File: src/rtl/fcmp_pkg.sv
// Shared definitions for the pipelined float compare: op codes, key constants, stage payloads.
// The FCMP_NAN_EN macro, when defined, adds NaN detection and the invalid flag (see fcmp_key).
package fcmp_pkg;

    localparam logic [1:0]  FCMP_FEQ = 2'b00;
    localparam logic [1:0]  FCMP_FLT = 2'b01;
    localparam logic [1:0]  FCMP_FLE = 2'b10;
    localparam logic [31:0] KEY_ZERO = 32'h8000_0000;

    // Stage-1 payload: ordered keys plus NaN summary of both operands.
    typedef struct packed {
        logic [1:0]  op;
        logic [31:0] k1;
        logic [31:0] k2;
        logic        nan_any;
        logic        snan_any;
    } s1_t;

    // Stage-2 payload: the compare outcome.
    typedef struct packed {
        logic res;
        logic invalid;
    } s2_t;

    function automatic s2_t fcmp_eval(input s1_t s);
        s2_t r;
        r.res     = 1'b0;
        r.invalid = 1'b0;
        case (s.op)
            FCMP_FEQ: begin
                r.res     = (s.k1 == s.k2);
                r.invalid = s.snan_any;
            end
            FCMP_FLT: begin
                r.res     = (s.k1 < s.k2);
                r.invalid = s.nan_any;
            end
            FCMP_FLE: begin
                r.res     = (s.k1 <= s.k2);
                r.invalid = s.nan_any;
            end
            default: ;
        endcase
        // An unordered operand makes every relation false.
        if (s.nan_any) begin
            r.res = 1'b0;
        end
        return r;
    endfunction

endpackage

File: src/rtl/fcmp_key.sv
// Combinational IEEE-754 single -> ordered unsigned key, with NaN/sNaN flags.
// Flags are only generated when FCMP_NAN_EN is defined; otherwise they are tied low.
module fcmp_key
    import fcmp_pkg::*;
(
    input  logic [31:0] x,
    output logic [31:0] key,
    output logic        nan,
    output logic        snan
);

    logic [30:0] mag;
    assign mag = x[30:0];

    // Positive values sit above negatives; negative magnitudes are inverted so order flips.
    always_comb begin
        key = KEY_ZERO;
        if (mag != 31'd0) begin
            if (!x[31]) begin
                key = {1'b1, mag};
            end else begin
                key = {1'b0, ~mag};
            end
        end
    end

`ifdef FCMP_NAN_EN
    assign nan  = (x[30:23] == 8'hFF) && (x[22:0] != 23'd0);
    assign snan = nan && !x[22];
`else
    assign nan  = 1'b0;
    assign snan = 1'b0;
`endif

endmodule

File: src/rtl/fcmp_pipe.sv
// Two-stage pipelined FEQ/FLT/FLE unit with valid/ready on both sides and full backpressure.
// Optional NaN handling is enabled by defining FCMP_NAN_EN (effective inside fcmp_key).
module fcmp_pipe
    import fcmp_pkg::*;
#(
    parameter int TAG_W = 5
) (
    input  logic             clk,
    input  logic             rst,
    input  logic             in_valid,
    output logic             in_ready,
    input  logic [1:0]       in_op,
    input  logic [31:0]      in_x1,
    input  logic [31:0]      in_x2,
    input  logic [TAG_W-1:0] in_tag,
    output logic             out_valid,
    input  logic             out_ready,
    output logic [31:0]      out_y,
    output logic [TAG_W-1:0] out_tag,
    output logic             out_invalid
);

    logic [31:0] x_arr    [2];
    logic [31:0] key_arr  [2];
    logic        nan_arr  [2];
    logic        snan_arr [2];

    assign x_arr[0] = in_x1;
    assign x_arr[1] = in_x2;

    genvar gi;
    generate
        for (gi = 0; gi < 2; gi++) begin : g_key
            fcmp_key u_key (
                .x    (x_arr[gi]),
                .key  (key_arr[gi]),
                .nan  (nan_arr[gi]),
                .snan (snan_arr[gi])
            );
        end
    endgenerate

    logic             s1_valid_reg;
    s1_t              s1_reg;
    s1_t              s1_next;
    logic [TAG_W-1:0] s1_tag_reg;

    logic             s2_valid_reg;
    s2_t              s2_next;
    logic [31:0]      out_y_reg;
    logic [TAG_W-1:0] out_tag_reg;
    logic             out_invalid_reg;

    logic s1_load;
    logic s2_load;

    // No skid buffer: input readiness looks straight through both stages to out_ready.
    assign s2_load  = !s2_valid_reg || out_ready;
    assign s1_load  = !s1_valid_reg || s2_load;
    assign in_ready = s1_load;

    always_comb begin
        s1_next.op       = in_op;
        s1_next.k1       = key_arr[0];
        s1_next.k2       = key_arr[1];
        s1_next.nan_any  = nan_arr[0] || nan_arr[1];
        s1_next.snan_any = snan_arr[0] || snan_arr[1];
    end

    assign s2_next = fcmp_eval(s1_reg);

    always_ff @(posedge clk or posedge rst) begin
        if (rst) begin
            s1_valid_reg <= 1'b0;
        end else if (s1_load) begin
            s1_valid_reg <= in_valid;
        end
    end

    // Stage-1 payload is qualified by s1_valid_reg, so it needs no reset.
    always_ff @(posedge clk) begin
        if (s1_load && in_valid) begin
            s1_reg     <= s1_next;
            s1_tag_reg <= in_tag;
        end
    end

    always_ff @(posedge clk or posedge rst) begin
        if (rst) begin
            s2_valid_reg    <= 1'b0;
            out_y_reg       <= 32'd0;
            out_tag_reg     <= '0;
            out_invalid_reg <= 1'b0;
        end else if (s2_load) begin
            s2_valid_reg <= s1_valid_reg;
            if (s1_valid_reg) begin
                out_y_reg       <= {31'd0, s2_next.res};
                out_tag_reg     <= s1_tag_reg;
                out_invalid_reg <= s2_next.invalid;
            end
        end
    end

    assign out_valid   = s2_valid_reg;
    assign out_y       = out_y_reg;
    assign out_tag     = out_tag_reg;
    assign out_invalid = out_invalid_reg;

endmodule

File: config.mk
export PLATFORM = sky130hd
export DESIGN_NAME = fcmp_pipe
export DESIGN_NICKNAME = d
export VERILOG_FILES = /design/src/rtl/fcmp_pkg.sv /design/src/rtl/fcmp_key.sv /design/src/rtl/fcmp_pipe.sv
export SDC_FILE = /design/constraint.sdc
export NUM_CORES = 1
export LEC_CHECK = 0
export BUFFER_PORTS_ARGS = -buffer_cell sky130_fd_sc_hd__buf_2
export CORE_AREA = 2 2 109 111
export CTS_BUF_LIST = sky130_fd_sc_hd__clkbuf_16
export DETAILED_ROUTE_END_ITERATION = 8
export DIE_AREA = 0 0 111 113
export GPL_TIMING_DRIVEN = 0
export PLACE_DENSITY = 0.63
export REMOVE_ABC_BUFFERS = 1
export SLEW_MARGIN = 10
export SYNTH_ARGS = -nofsm -noshare
export SYNTH_HDL_FRONTEND = slang
export SYNTH_HIERARCHICAL = 1
export SYNTH_SLANG_ARGS = --single-unit
export TNS_END_PERCENT = 30
File: constraint.sdc
create_clock -name clk -period 3.2 [get_ports clk]
set_input_delay 0.32 -clock clk [delete_from_list [all_inputs] [get_ports clk]]
set_output_delay 0.32 -clock clk [all_outputs]
set_load 0.05 [all_outputs]
==> impl_metrics.py <==
metrics = {
    "run_status": {
        "outcome": "complete, no violations",
    },
    "clock_network": {
        "cts_root_buf": "clkbuf_16",
        "htreeDepth": 3,
        "cts_sinks": 82,
        "cts_buffers": 9,
        "cts_setup_buffers": 0,
        "cts_max_path_buffers": 2,
        "cts_tree": "built",
        "path_clk_slew_ns": 0.06,
        "clk_latency_ns": 0.33,
    },
    "worst_setup_path": {
        "r2r_setup_slack_ns": 1.06,
        "cp_max_fo": 3,
        "ff2ff_path_depth": 7,
        "critPathLaunch": "s1_reg[32]",
        "worstReg2RegStart": "s1_reg[32]",
        "end_kind": "register",
        "worst_ep_required_time_ns": 3.44,
        "critPathLaunchType": "register",
        "r2r-end": "out_y[0]",
        "critPathKind": "reg -> reg",
        "worstPathArrival_ns": 2.39,
        "endpoint": "out_y[0]",
    },
    "synth": {
        "synth_top_family_by_area": "buffers and inverters",
        "async_flop_share_pct": 10.98,
        "synth-xor-area-share_pct": 10.86,
        "synthesis.yosys.warnings": 6,
        "syn_inst": 433,
        "syn_area_per_cell_sq_um": 11.55,
        "ys_types": 38,
        "synth.area.mux_share_pct": 1.326,
        "synth-main-ff-cell": "edfxtp_1",
        "yosys.area_share.simple_pct": 7.404,
        "synthTopCellsByArea": "edfxtp_1, xnor2_1, ha_1",
        "synthAdderAreaFrac_pct": 8.004,
        "synth_compound_area_share_pct": 11.81,
        "synth_top_cell_area_share_pct": 43.82,
        "synth.largest_area_cell": "edfxtp_1",
        "synth-seq-area-share_pct": 48.32,
        "ys_seq_elements": 82,
        "syn_area_sq_um": 5002,
        "synth_edf_count": 73,
    },
    "layout": {
        "final_nets": 609,
        "fillers": 1046,
        "final_cell_mix": "buf_2, edfxtp_1, xnor2_1, a21oi_1",
        "layout_commonest_cell": "buf_2",
        "synthToLayoutAreaGrowth_pct": 11.88,
        "largest_register_ffs": 68,
        "antenna_cells": 0,
        "instances_no_fill": 650,
        "drive_above_1_share_pct": 27.42,
    },
    "placed_design": {
        "gp_congestion": 0.7839,
        "place_inst": 633,
        "port_buffers": 83,
        "dp_hpwl_mm": 6.643,
    },
    "sta": {
        "rsz0062_at_grt": "no",
        "fin_crit_ns": 2.143,
        "hold_viol": 0,
        "worst_pin_slew_ns": 0.9190,
        "holdWs_ns": 0.1652,
        "period_share_pct": 66.97,
        "finalSetupViolCount": 0,
        "final_max_slew_viol_count": 0,
        "tns_ns": 0,
        "finClkSkew_ns": 0.005583,
        "max_freq_mhz": 466.6,
        "worst_slew_margin_rel_pct": 38.73,
    },
    "die": {
        "coreArea_sq_um": 11270,
        "ios": 115,
        "std_cell_rows": 39,
        "fp.dieH_um": 113,
        "die-area_sq_um": 12540,
        "start_util_pct": 44.38,
        "die_w_um": 111,
    },
    "hold_path": {
        "min_path_type": "in -> reg",
    },
    "detailed_routing": {
        "drt-vias-per-instance": 4.908,
        "drt_iter0_markers": 123,
        "drt_first_pass_iters": 5,
        "ant_nets": 0,
        "routed_wl_mm": 9.279,
        "wl_per_cell_um": 14.28,
        "vias": 3190,
        "drc": 0,
    },
    "global_routing": {
        "grt_pass1_wl_mm": 14.79,
        "antenna_found_initial": 0,
        "grt_start_max_net_pins": 53,
        "overflow": 0,
        "grt_use_total_pct": 15.03,
        "grt_pass1_vias": 3175,
    },
    "flow_run": {
        "drv_cap": 0,
    },
    "power_and_ir_drop": {
        "peakVddDrop_mv": 0.2590,
        "p_per_area_nw_per_um2": 527.0,
        "p_leak_uw": 0.002261,
    },
}
-- how the worst min path moves through the flow --
stage / from / slack [ns] / cells after the start / endpoint
6_report: in_op[1] / 0.17 / 1 / s1_reg[67]
5_1_grt: in_tag[1] / 0.16 / 1 / s1_tag_reg[1]
4_1_cts: in_tag[2] / 0.15 / 1 / s1_tag_reg[2]
3_5_place_dp: rst / 0.31 / 2 / out_invalid
3_3_place_gp: rst / 0.30 / 2 / out_invalid
2_1_floorplan: rst / 0.15 / 1 / out_invalid
-- routing by layer --
layer  GRT usage (%)  share of wire, %  vias to the layer above
li1                -                 -                     1596
met1           17.31                42                     1494
met2           27.40                51                       89
met3           3.321               5.1                       11
met4           5.750               1.4                        0
met5               0                 0                        -
-- area by class of cell --
type	instances	area [sq um]	share of cell area (%)
clock buffer	9	225.2	4.024
tap	143	178.9	3.197
timing repair buffer	85	452.9	8.093
clock inverter	7	85.08	1.520
inverter	34	127.6	2.280
multi-input combinational	290	2110	37.69
sequential	82	2417	43.19
-- synth_stat cells, types with 3 or more instances --
| master | n |
|---|---|
| nor2_1 | 5 |
| o21ai_0 | 5 |
| a21oi_1 | 51 |
| xnor2_1 | 62 |
| nand4_1 | 6 |
| a21oi_2 | 26 |
| nor4_1 | 16 |
| edfxtp_1 | 73 |
| buf_4 | 39 |
| and4_1 | 4 |
| conb_1 | 3 |
| buf_2 | 8 |
| buf_6 | 10 |
| ha_1 | 32 |
| nand2_1 | 15 |
| dfrtp_1 | 9 |
| inv_1 | 34 |
| mux2_2 | 5 |
| o211ai_1 | 3 |
-- cells by family after synthesis --
logic type               after synthesis
buffers and inverters                 93
AO/OA/AOI/OAI                         92
flip-flops                            82
AND/OR/NAND/NOR                       63
XOR/XNOR                              62
adder cells (fa/ha/maj)               32
multiplexers                           6
other                                  3
-- timing repair --
item / 4_1_cts / 5_1_grt
endpoints found under the hold margin: 9 / 0
gates resized for setup: 0 / 0
hold buffers: 1 / 0
-- metrics by stage --
step,utilization [%],total power (uW),setup slack (ns),area [sq um]
detailed placement,46.81,1907,0.9072,5276
global route,49.65,3078,0.8420,5597
CTS,49.65,2983,1.019,5597
finish,49.65,2949,1.057,5597
global placement,46.50,1891,-0.1890,5241
floorplan,-,1737,-0.1777,4647
-- worst max-delay path: stages (launching register included) --
cell      delay (ns)
edfxtp_1        0.33
inv_1           0.05
ha_1            0.31
nand4_1         0.16
nor4_1          0.41
nand2_1         0.16
or4b_1          0.55
o211ai_1        0.10
-- where the power goes --
group,switching (uW),leakage (uW),internal [uW]
registers,31.4,0.000805,1290
clock network,393,0.000156,675
logic,360,0.00130,205
No activity file was read; power rests on OpenSTA's default activity.
